$ cat src/rtl/key_event_arb.sv
// Key press event arbiter: latches one-cycle key pulses and grants them round-robin.
// Each grant pushes {key id, per-key press count} into a first-word fall-through FIFO.
module key_event_arb #(
  parameter int DEPTH = 4
) (
  input  logic       clk,
  input  logic       rst_n,
  input  logic [3:0] key_flag,
  input  logic       enable,
  output logic       evt_valid,
  input  logic       evt_ready,
  output logic [1:0] evt_id,
  output logic [3:0] evt_cnt,
  output logic [3:0] pend,
  output logic       ovf,
  input  logic       ovf_clr
);

  localparam int AW = $clog2(DEPTH);
  localparam int CW = AW + 1;
  localparam logic [CW-1:0] FULL_CNT = CW'(DEPTH);

  logic [3:0]    pend_r;
  logic [1:0]    last_grant_r;
  logic [3:0]    cnt_r [4];
  logic [1:0]    id_mem_r [DEPTH];
  logic [3:0]    cnt_mem_r [DEPTH];
  logic [AW-1:0] wr_ptr_r;
  logic [AW-1:0] rd_ptr_r;
  logic [CW-1:0] count_r;
  logic          ovf_r;

  logic [3:0]    flag_s;
  logic          full_s;
  logic          empty_s;
  logic          grant_valid_s;
  logic [1:0]    grant_id_s;
  logic [3:0]    grant_s;
  logic [3:0]    grant_cnt_s;
  logic          push_s;
  logic          pop_s;
  logic [3:0]    loss_s;
  logic [3:0]    pend_next_s;

  assign flag_s  = enable ? key_flag : 4'b0000;
  assign full_s  = (count_r == FULL_CNT);
  assign empty_s = (count_r == {CW{1'b0}});

  // Round-robin search from last_grant+1; a full FIFO blocks granting even when popping.
  always_comb begin
    grant_valid_s = 1'b0;
    grant_id_s    = last_grant_r;
    if (!full_s) begin
      for (int k = 1; k <= 4; k++) begin
        if (!grant_valid_s && pend_r[last_grant_r + 2'(k)]) begin
          grant_valid_s = 1'b1;
          grant_id_s    = last_grant_r + 2'(k);
        end else begin
          grant_valid_s = grant_valid_s;
        end
      end
    end else begin
      grant_valid_s = 1'b0;
    end
  end

  assign grant_s     = grant_valid_s ? (4'b0001 << grant_id_s) : 4'b0000;
  assign grant_cnt_s = cnt_r[grant_id_s] + 4'd1;
  assign push_s      = grant_valid_s;
  assign pop_s       = !empty_s && evt_ready;

  // A fresh pulse on the granted key re-arms pend without counting as a loss.
  assign loss_s      = flag_s & pend_r & ~grant_s;
  assign pend_next_s = (pend_r & ~grant_s) | flag_s;

  // Pending latches, sticky overflow and arbitration history.
  always_ff @(posedge clk or negedge rst_n) begin
    if (!rst_n) begin
      pend_r       <= 4'b0000;
      ovf_r        <= 1'b0;
      last_grant_r <= 2'd3;
    end else begin
      pend_r <= pend_next_s;
      if (|loss_s) begin
        ovf_r <= 1'b1;
      end else if (ovf_clr) begin
        ovf_r <= 1'b0;
      end else begin
        ovf_r <= ovf_r;
      end
      if (push_s) begin
        last_grant_r <= grant_id_s;
      end else begin
        last_grant_r <= last_grant_r;
      end
    end
  end

  // Per-key press counters and FIFO storage/pointers.
  always_ff @(posedge clk or negedge rst_n) begin
    if (!rst_n) begin
      for (int i = 0; i < 4; i++) begin
        cnt_r[i] <= 4'd0;
      end
      for (int j = 0; j < DEPTH; j++) begin
        id_mem_r[j]  <= 2'd0;
        cnt_mem_r[j] <= 4'd0;
      end
      wr_ptr_r <= {AW{1'b0}};
      rd_ptr_r <= {AW{1'b0}};
      count_r  <= {CW{1'b0}};
    end else begin
      if (push_s) begin
        cnt_r[grant_id_s]   <= grant_cnt_s;
        id_mem_r[wr_ptr_r]  <= grant_id_s;
        cnt_mem_r[wr_ptr_r] <= grant_cnt_s;
        wr_ptr_r            <= wr_ptr_r + AW'(1);
      end else begin
        wr_ptr_r <= wr_ptr_r;
      end
      if (pop_s) begin
        rd_ptr_r <= rd_ptr_r + AW'(1);
      end else begin
        rd_ptr_r <= rd_ptr_r;
      end
      case ({push_s, pop_s})
        2'b10:   count_r <= count_r + CW'(1);
        2'b01:   count_r <= count_r - CW'(1);
        default: count_r <= count_r;
      endcase
    end
  end

  assign evt_valid = !empty_s;
  assign evt_id    = empty_s ? 2'd0 : id_mem_r[rd_ptr_r];
  assign evt_cnt   = empty_s ? 4'd0 : cnt_mem_r[rd_ptr_r];
  assign pend      = pend_r;
  assign ovf       = ovf_r;

endmodule

$ cat config.mk
export PLATFORM = sky130hd
export DESIGN_NAME = key_event_arb
export DESIGN_NICKNAME = d
export VERILOG_FILES = /design/src/rtl/key_event_arb.sv
export SDC_FILE = /design/constraint.sdc
export NUM_CORES = 1
export LEC_CHECK = 0
export CAP_MARGIN = 15
export CORE_ASPECT_RATIO = 0.9
export CORE_UTILIZATION = 40
export DETAILED_ROUTE_END_ITERATION = 7
export SYNTH_ARGS = -nofsm -noshare
export SYNTH_HDL_FRONTEND = slang
export SYNTH_SLANG_ARGS = --single-unit
$ cat constraint.sdc
create_clock -name clk -period 6.2 [get_ports clk]
set_clock_uncertainty 0.05 [all_clocks]
set_input_delay 0.93 -clock clk [delete_from_list [all_inputs] [get_ports clk]]
set_output_delay 0.93 -clock clk [all_outputs]
set_load 0.005 [all_outputs]
==> impl_metrics.py <==
metrics = {
    "drt": {
        "num_vias": 1843,
        "final_antenna_net_count": 0,
        "wire_per_inst_um": 14.95,
        "route.final.wire_length_um": 5428,
        "drc": 0,
        "vias_per_cell": 5.077,
        "number_of_iterations_in_the_first_detailed_routing_pass": 4,
        "drt-initial-drc-count": 59,
    },
    "setup_path": {
        "criticalPathCategory": "reg2reg",
        "worst_setup_path_end_kind": "flop",
        "timing.critical_path.slowest_stage_cell": "sky130_fd_sc_hd__mux4_2",
        "crit_chain": "nor4bb_1 > a41o_1 > a2111oi_4 > xnor2_2 > mux4_2 > ha_1 > xnor2_4 > a21oi_1",
        "max_stage_delay_ns": 0.70,
        "worst-path-max-fanout": 13,
        "startpoint_type": "flop",
        "worst_path_dominant_cell_family": "compound AO/OA/AOI/OAI gates",
        "critPathRequiredTime_ns": 6.31,
        "crit_buf_inv": 0,
        "critPathArrivalTime_ns": 3.54,
        "ff2ff_setup_slack_ns": 2.78,
    },
    "yosys": {
        "synth.area.mux_share_pct": 13.28,
        "synth_ff_type": "sky130_fd_sc_hd__dfrtp_1",
        "postSynthCellCount": 256,
        "yosys.area_share.simple_pct": 12.60,
        "synth_fp_nets": 272,
        "mapped_avg_cell_area_um2": 10.74,
        "synth.ff_latch_count": 54,
        "number_of_synthesized_flops_with_an_enable_pin": 0,
        "synthArstFlopShare_pct": 100.0,
        "ys_types": 44,
        "synth_compound_area_share_pct": 13.19,
        "synth_xor_xnor_area_share_pct": 4.140,
        "syn-cell-area_um2": 2750,
        "seq_area_frac_synth_pct": 49.23,
        "ys.warnings.count": 0,
        "synth_top_family_by_area": "multiplexers",
        "synth-adder-area-share_pct": 3.458,
    },
    "cells_and_area": {
        "areaGrowthSynthToFinish_pct": 13.51,
        "most-common-layout-cells": "52 x sky130_fd_sc_hd__dfrtp_1, 37 x sky130_fd_sc_hd__nand2_1, 20 x sky130_fd_sc_hd__o21ai_0",
        "n_antenna_cell": 0,
        "layout.nets": 288,
        "fillCellCount": 600,
        "fin_area_um2": 3122,
        "layout_commonest_cell": "sky130_fd_sc_hd__dfrtp_1",
        "layout-drive-gt1-share_pct": 13.19,
    },
    "global_routing": {
        "grt_pass1_vias": 1819,
        "globalRoute.totalOverflow": 0,
        "grt_first_pass_wirelength_um": 9045,
        "antenna_found_initial": 0,
        "all_layer_global_routing_usage_pct": 16.98,
        "grt_start_max_net_pins": 55,
    },
    "timing": {
        "worst_slew_pin_slew_ns": 0.9697,
        "maxSlewViolCount": 0,
        "setup_viol": 0,
        "hold_violations": 0,
        "grt_setup_unrepaired": "no",
        "timing.setup.tns_ns": 0,
        "fin_crit_sh_pct": 55.20,
        "max_slew_margin_pct": 34.50,
        "max_freq_mhz": 292.2,
        "final_period_minus_worst_setup_slack_ns": 3.422,
    },
    "clock_network": {
        "cts_buffer_depth": 2,
        "post_cts_resize_count": 0,
        "clk_root_buffer_cell": "sky130_fd_sc_hd__clkbuf_8",
        "number_of_levels_the_h_tree_was_split_into": 2,
        "clk_transition_reported_paths_ns": 0.09,
        "cts_post_setup_buffers_inserted": 0,
        "hold_buf_count_cts": 0,
        "total_clock_sinks": 54,
        "tritoncts": "built",
        "clock_insertion_delay_worst_skew_ns": 0.31,
        "numCtsBuffers": 5,
    },
    "placed_design": {
        "place_area_um2": 3013,
        "globalplace.congestion": 0.7524,
        "dp_hpwl_um": 3826,
        "numPortBuffers": 20,
    },
    "run_status": {
        "status": "complete, no violations",
    },
    "floorplanning": {
        "initial_core_util_pct": 41.53,
        "chipHeight_um": 80.66,
        "core_region_um2": 6621,
        "floorplan.die_area_um2": 7211,
        "fp.dieW_um": 89.40,
        "row_count": 28,
        "top_level_ports": 21,
    },
    "flow_run": {
        "maxCapViolations": 0,
    },
    "min_path": {
        "worst_hold_check_path_type": "reg2reg",
    },
}
[layer usage]
| metal | vias up | global-route usage [%] | wire (um) |
|---|---|---|---|
| li1 | 918 | - | - |
| met1 | 890 | 24.42 | 2741 |
| met2 | 27 | 25.73 | 2471 |
| met3 | 8 | 3.494 | 158 |
| met4 | 0 | 4.921 | 58 |
| met5 | - | 0 | 0 |
[logic make-up after synthesis]
family                     Yosys count
adders and majority gates            7
buffers and inverters               27
xor gates and xnor gates            10
AOI/OAI and AO/OA                   60
and+or+nand+nor                     75
DFF                                 54
muxes                               23
[registers in the layout, indices dropped and copies added, names as in the netlist]
register and flops:
ovf 1, count_r 3, rd_ptr_r 2, wr_ptr_r 2, cnt_r 16, id_mem_r 8, pend 4, cnt_mem_r 16
last_grant_r 2
[path summary, 6_finish.rpt]
path | cells past startpoint | start | to
worst max-delay path | 8 | last_grant_r[0] | cnt_r[10]
worst min-delay path | 2 | id_mem_r[7] | id_mem_r[7]
worst max register to register | 8 | last_grant_r[0] | cnt_r[10]
worst min register to register | 2 | id_mem_r[7] | id_mem_r[7]
max in group asynchronous | 2 | rst_n | cnt_r[14]
min in group asynchronous | 2 | rst_n | id_mem_r[5]
[Yosys cell counts (4+ instances only)]
cell,count,share of area [%]
sky130_fd_sc_hd__and2_1,8,1.8
sky130_fd_sc_hd__mux2_2,8,3.3
sky130_fd_sc_hd__o21ai_0,20,3.6
sky130_fd_sc_hd__xor2_1,4,1.3
sky130_fd_sc_hd__ha_1,6,2.7
sky130_fd_sc_hd__a21oi_1,16,2.9
sky130_fd_sc_hd__nor2_1,13,1.8
sky130_fd_sc_hd__inv_1,13,1.8
sky130_fd_sc_hd__clkbuf_1,9,1.2
sky130_fd_sc_hd__nand2b_1,5,1.1
sky130_fd_sc_hd__nand3_1,6,1.1
sky130_fd_sc_hd__nand2_1,37,5.0
sky130_fd_sc_hd__mux2i_1,5,1.8
sky130_fd_sc_hd__mux4_2,9,7.4
sky130_fd_sc_hd__dfrtp_1,52,47
sky130_fd_sc_hd__o21ai_1,10,1.8
sky130_fd_sc_hd__xnor2_1,4,1.3
[metrics by stage]
step	instances	hold WS, ns	utilization, %	setup slack [ns]
floorplan	256	0.3946	-	3.246
CTS	363	0.4428	47.15	2.762
finish	363	0.4347	47.15	2.778
global placement	355	0.4115	45.50	2.825
global route	363	0.4665	47.15	2.564
detailed placement	355	0.4214	45.50	2.764
[worst min-delay path, cell delays in order (launching register included)]
cell	delay (ns)
sky130_fd_sc_hd__dfrtp_1	0.35
sky130_fd_sc_hd__nand2_1	0.04
sky130_fd_sc_hd__o21ai_0	0.06
[final cells by class]
cell class	instances	area [um^2]	share of cell area (%)
flip-flops and latches	54	1354	43.37
multi-input cells	175	1284	41.12
repair buffers	22	210.2	6.733
well taps	90	112.6	3.607
clock buffers	5	68.82	2.204
inverters	14	52.55	1.683
clock inverters	3	40.04	1.283
Power is not shown: default switching activity piles up to over one toggle a cycle in this logic, so the estimate is an artifact.
